$ cat src/rtl/serial_word_shifter.sv
// Parallel-to-serial front end: accepts a WIDTH-bit word and emits it LSB-first with a
// one-cycle complementer clear before each word. Define SER_B2B_EN for back-to-back words.
module serial_word_shifter #(
   parameter int WIDTH = 8,
   parameter int CW    = $clog2(WIDTH)
) (
   input  logic             t_clk,
   input  logic             r,
   input  logic [WIDTH-1:0] load_data,
   input  logic             load_valid,
   output logic             load_ready,
   output logic             ser_bit,
   output logic             bit_valid,
   output logic             frame_clr,
   output logic [CW-1:0]    bit_cnt,
   output logic             busy
);

   typedef enum logic [1:0] {IDLE, CLEAR, SHIFT} state_t;

   state_t           state_q, state_d;
   logic [WIDTH-1:0] shreg_q, shreg_d;
   logic [CW-1:0]    bit_cnt_q, bit_cnt_d;
   logic             ser_bit_q, ser_bit_d;
   logic             bit_valid_q, bit_valid_d;
   logic             frame_clr_q, frame_clr_d;
   logic             busy_q, busy_d;
   logic             last_bit;
   logic             accept;

   assign last_bit = (state_q == SHIFT) && (bit_cnt_q == CW'(WIDTH - 1));

`ifdef SER_B2B_EN
   assign load_ready = (state_q == IDLE) || last_bit;
`else
   assign load_ready = (state_q == IDLE);
`endif

   assign accept = load_valid && load_ready;

   always_comb begin
      state_d   = state_q;
      shreg_d   = shreg_q;
      bit_cnt_d = bit_cnt_q;
      case (state_q)
         IDLE: begin
            bit_cnt_d = '0;
            if (accept) begin
               shreg_d = load_data;
               state_d = CLEAR;
            end
         end
         CLEAR: begin
            bit_cnt_d = '0;
            state_d   = SHIFT;
         end
         SHIFT: begin
            shreg_d   = shreg_q >> 1;
            bit_cnt_d = bit_cnt_q + CW'(1);
            if (last_bit) begin
               bit_cnt_d = '0;
               // accept can only be true here when back-to-back is enabled
               if (accept) begin
                  shreg_d = load_data;
                  state_d = CLEAR;
               end else begin
                  state_d = IDLE;
               end
            end
         end
         default: begin
            state_d   = IDLE;
            bit_cnt_d = '0;
         end
      endcase
   end

   // Outputs are registered copies of the next-state view so nothing is combinational from inputs
   always_comb begin
      ser_bit_d   = (state_d == SHIFT) && shreg_d[0];
      bit_valid_d = (state_d == SHIFT);
      frame_clr_d = (state_d != SHIFT);
      busy_d      = (state_d != IDLE);
   end

   always_ff @(posedge t_clk or negedge r) begin
      if (!r) begin
         state_q     <= IDLE;
         shreg_q     <= '0;
         bit_cnt_q   <= '0;
         ser_bit_q   <= 1'b0;
         bit_valid_q <= 1'b0;
         frame_clr_q <= 1'b1;
         busy_q      <= 1'b0;
      end else begin
         state_q     <= state_d;
         shreg_q     <= shreg_d;
         bit_cnt_q   <= bit_cnt_d;
         ser_bit_q   <= ser_bit_d;
         bit_valid_q <= bit_valid_d;
         frame_clr_q <= frame_clr_d;
         busy_q      <= busy_d;
      end
   end

   assign ser_bit   = ser_bit_q;
   assign bit_valid = bit_valid_q;
   assign frame_clr = frame_clr_q;
   assign bit_cnt   = bit_cnt_q;
   assign busy      = busy_q;

endmodule
$ cat config.mk
export PLATFORM = sky130hd
export DESIGN_NAME = serial_word_shifter
export DESIGN_NICKNAME = d
export VERILOG_FILES = /design/src/rtl/serial_word_shifter.sv
export SDC_FILE = /design/constraint.sdc
export NUM_CORES = 1
export LEC_CHECK = 0
export ABC_CLOCK_PERIOD_IN_PS = 1400
export BUFFER_PORTS_ARGS = -buffer_cell sky130_fd_sc_hd__buf_2
export CORE_ASPECT_RATIO = 0.8
export CORE_UTILIZATION = 23
export CTS_CLUSTER_SIZE = 20
export DETAILED_ROUTE_END_ITERATION = 10
export MAX_ROUTING_LAYER = met4
export PLACE_DENSITY = 0.42
export SYNTH_ARGS = -nofsm -noshare
export SYNTH_HDL_FRONTEND = slang
export SYNTH_SLANG_ARGS = --single-unit
$ cat constraint.sdc
create_clock -name t_clk -period 1.4 [get_ports t_clk]
set_input_delay 0.14 -clock t_clk [delete_from_list [all_inputs] [get_ports t_clk]]
set_output_delay 0.14 -clock t_clk [all_outputs]
set_load 0.02 [all_outputs]
==> flow_metrics.tcl <==
set metrics [dict create \
    hold_end "shreg_q[7]$_DFFE_PN0P_" \
    total_power_w 0.00205 \
    portBuffers 18 \
    r2r_end "ser_bit$_DFF_PN0_" \
    switching_power_w 0.000792 \
    vias 571 \
    seqPwrFrac_pct 42.3 \
    run_status "complete, no violations" \
    criticalPathCategory "reg2reg" \
    cts_tree "built" \
    crit_start "bit_cnt[0]$_DFF_PN0_" \
    r2r_start "bit_cnt[0]$_DFF_PN0_" \
    synth_enable_flop_cells 0 \
    p_leak_nw 0.431 \
    grt_first_pass_wirelength_um 2580 \
    setup_viol 0 \
    max-vdd-ir-drop_mv 0.719 \
    worstSetupStartpointType "register" \
    clkSinkCount 17 \
    die_area_um2 3460 \
    fin_nets 101 \
    groute.usage.overall_pct 10.5 \
    min_path_type "in2reg" \
    end_kind "register" \
    ant_nets 0 \
    async_reset_ff_share_pct 100 \
    cts-buffers-inserted 3 \
    min_from "load_data[7]" \
    dieWidth_um 65.5 \
    yosys.cell_types.count 22 \
    drcViolationCount 0 \
    final_area_um2 926 \
    core_um2 3090 \
    hold_violations 0 \
    start_util_pct 24.0 \
    dpl_cell_area_um2 870 \
    cts_max_path_buffers 2 \
    critPathTopFamily "adder cells" \
    dpl.cell_count 122 \
    power_density_nw_per_um2 2220 \
    synth_top_family_by_area "compound AO/OA/AOI/OAI gates" \
    fin_crit_sh_pct 90.8 \
    switching_share_pct 38.5 \
    synth_seq_cells 17 \
    synth_mux_area_share_pct 0 \
    clock-root-buffer "clkbuf_8" \
    synth_xor_area_share_pct 0 \
    fin_setup_tns_ps 0 \
    syn-num-nets 78 \
    worstMarginPinSlew_ps 388 \
    drive_gt1_share_pct 35.6 \
    rsz0062_at_grt "false" \
    cp_common_cell "ha_1" \
    worst_path_largest_cell_delay_ps 400 \
    io_pins 19 \
    drv_cap 0 \
    crit_chain "ha_1 -> ha_1 -> o21a_4 -> nor4_2" \
    synth-warning-count 0 \
    cp_max_fo 5 \
    cp_slowest_cell "dfrtp_1" \
    post-cts-setup-buffers 0 \
    grt_pass1_vias 569 \
    arrival_ps 1440 \
    grt_max_degree 18 \
    firstDrtPassIters 3 \
    place_hpwl_um 1090 \
    diodes 0 \
    worstPathBufferInverterCount 0 \
    syn_area_per_cell_um2 11.4 \
    htreeDepth 1 \
    fin_crit_ps 1270 \
    netlist_area_um2 742 \
    yosys.area_share.simple_pct 13.3 \
    rows 18 \
    comb_power_share_pct 39.8 \
    gp_congestion 0.708 \
    power.internal_w 0.00126 \
    ys_seq_area_share_pct 57.5 \
    max_slew_margin_pct 74.1 \
    r2r_cells 4 \
    hold_depth 3 \
    cts_resized 0 \
    first_iter_violations 17 \
    antenna_found_initial 0 \
    final_cells 127 \
    die_h_um 52.8 \
    area_growth_pct 24.8 \
    vias_per_cell 4.50 \
    wl_per_cell_um 12.1 \
    fill_cells 334 \
    final_max_slew_viol_count 0 \
    synthAdderAreaFrac_pct 3.37 \
    clk_pin_slew_worst_paths_ps 70 \
    clk_latency_ps 250 \
    syn_inst 65 \
    required_ps 1570 \
    reg2reg_slack_ps 130 \
    grt-ovfl-total 0 \
    power_frac_clock_pct 17.9 \
    synth-compound-area-share_pct 19.1 \
    fin_worst_skew_ps 7.47 \
    wl_um 1540 \
    ys.flop_type "dfrtp_1" \
    max_freq_mhz 787 \
]
[synthesized netlist by cell type (2+ instances only)]
library cell	instances	share of area, %
nor3_1	3	2.0
inv_1	4	2.0
o22ai_1	13	11
buf_6	2	3.0
dfrtp_1	16	54
nor2_1	2	1.0
nand2b_1	2	1.7
a21oi_1	7	4.7
o21ai_0	2	1.3
ha_1	2	3.4
[final cells by class]
| cell class | instances | area [um^2] | share of cell area (%) |
|---|---|---|---|
| clock buffer | 3 | 41.3 | 4.46 |
| clock inverter | 1 | 5.00 | 0.541 |
| inverter | 4 | 15.0 | 1.62 |
| multi-input combinational | 40 | 265 | 28.6 |
| sequential | 17 | 427 | 46.1 |
| tap | 40 | 50.0 | 5.41 |
| timing repair buffer | 22 | 123 | 13.2 |
[cells in the final DEF (no fill, tap or decap), drive strengths merged]
cell and n:
buf 21, dfrtp 16, o22ai 13, a21oi 7, inv 4, nor3 4
clkbuf 3, nor2 2, nand2b 2, o21ai 2, ha 2, or2b 1
o21a 1, and3 1, nor4 1, nor3b 1, and2b 1, nor2b 1
nand2 1, clkinv 1, dfstp 1, dlygate4sd3 1
[power groups by stage]
| stage | Combinational (W) | Clock (W) | Sequential [W] |
|---|---|---|---|
| 2_1_floorplan | 0.000537 | 0 | 0.000948 |
| 3_3_place_gp | 0.000835 | 0 | 0.000872 |
| 3_5_place_dp | 0.000827 | 0 | 0.000876 |
| 4_1_cts | 0.000836 | 0.000382 | 0.000867 |
| 5_1_grt | 0.000913 | 0.000395 | 0.000900 |
| 6_report | 0.000818 | 0.000368 | 0.000869 |
[metrics by stage]
step,hold WS [ps],utilization [%],setup slack [ps]
floorplan,-156,-,87.2
global placement,98.2,28.2,163
detailed placement,86.3,28.2,126
CTS,189,30.0,110
global route,210,30.0,48.8
finish,191,30.0,129
[worst reg2reg max path, delay by kind of cell, from the launching register on]
| kind | cells | cell delay [ps] |
|---|---|---|
| DFF | 1 | 400 |
| AOI/OAI and AO/OA | 1 | 240 |
| adders and majority gates | 2 | 430 |
| and+or+nand+nor | 1 | 120 |
[how the worst max path moves through the flow]
stage	endpoint	slack [ps]	depth (start not counted)
2_1_floorplan	ser_bit$_DFF_PN0_	90	4
3_3_place_gp	ser_bit$_DFF_PN0_	160	4
3_5_place_dp	ser_bit$_DFF_PN0_	130	4
4_1_cts	load_ready	110	3
5_1_grt	ser_bit$_DFF_PN0_	50	3
6_report	ser_bit$_DFF_PN0_	130	4
[sequential cells by signal, summed over array words and instances (netlist names)]
| signal | cells |
|---|---|
| ser_bit | 1 |
| bit_valid | 1 |
| bit_cnt | 3 |
| frame_clr | 1 |
| busy | 1 |
| state_q | 2 |
| shreg_q | 8 |
[layer usage]
| metal | track usage [%] | routed length, um |
|---|---|---|
| met1 | 13.6 | 810 |
| met2 | 15.3 | 609 |
| met3 | 3.91 | 110 |
| met4 | 3.26 | 10 |
| met5 | - | 0 |
[cells by family (layout without fill, tap and decap cells)]
group | count (synthesis) | in the layout
flops | 17 | 17
buf+inv | 8 | 30
simple gates | 15 | 15
compound gates | 23 | 23
fa+ha+maj | 2 | 2
[timing repair]
| action | CTS | global route |
|---|---|---|
| setup endpoints to repair | 0 | 0 |
| hold buffers | 1 | 0 |
| endpoints found under the hold margin | 16 | 0 |
No activity file was read; power rests on OpenSTA's default activity.
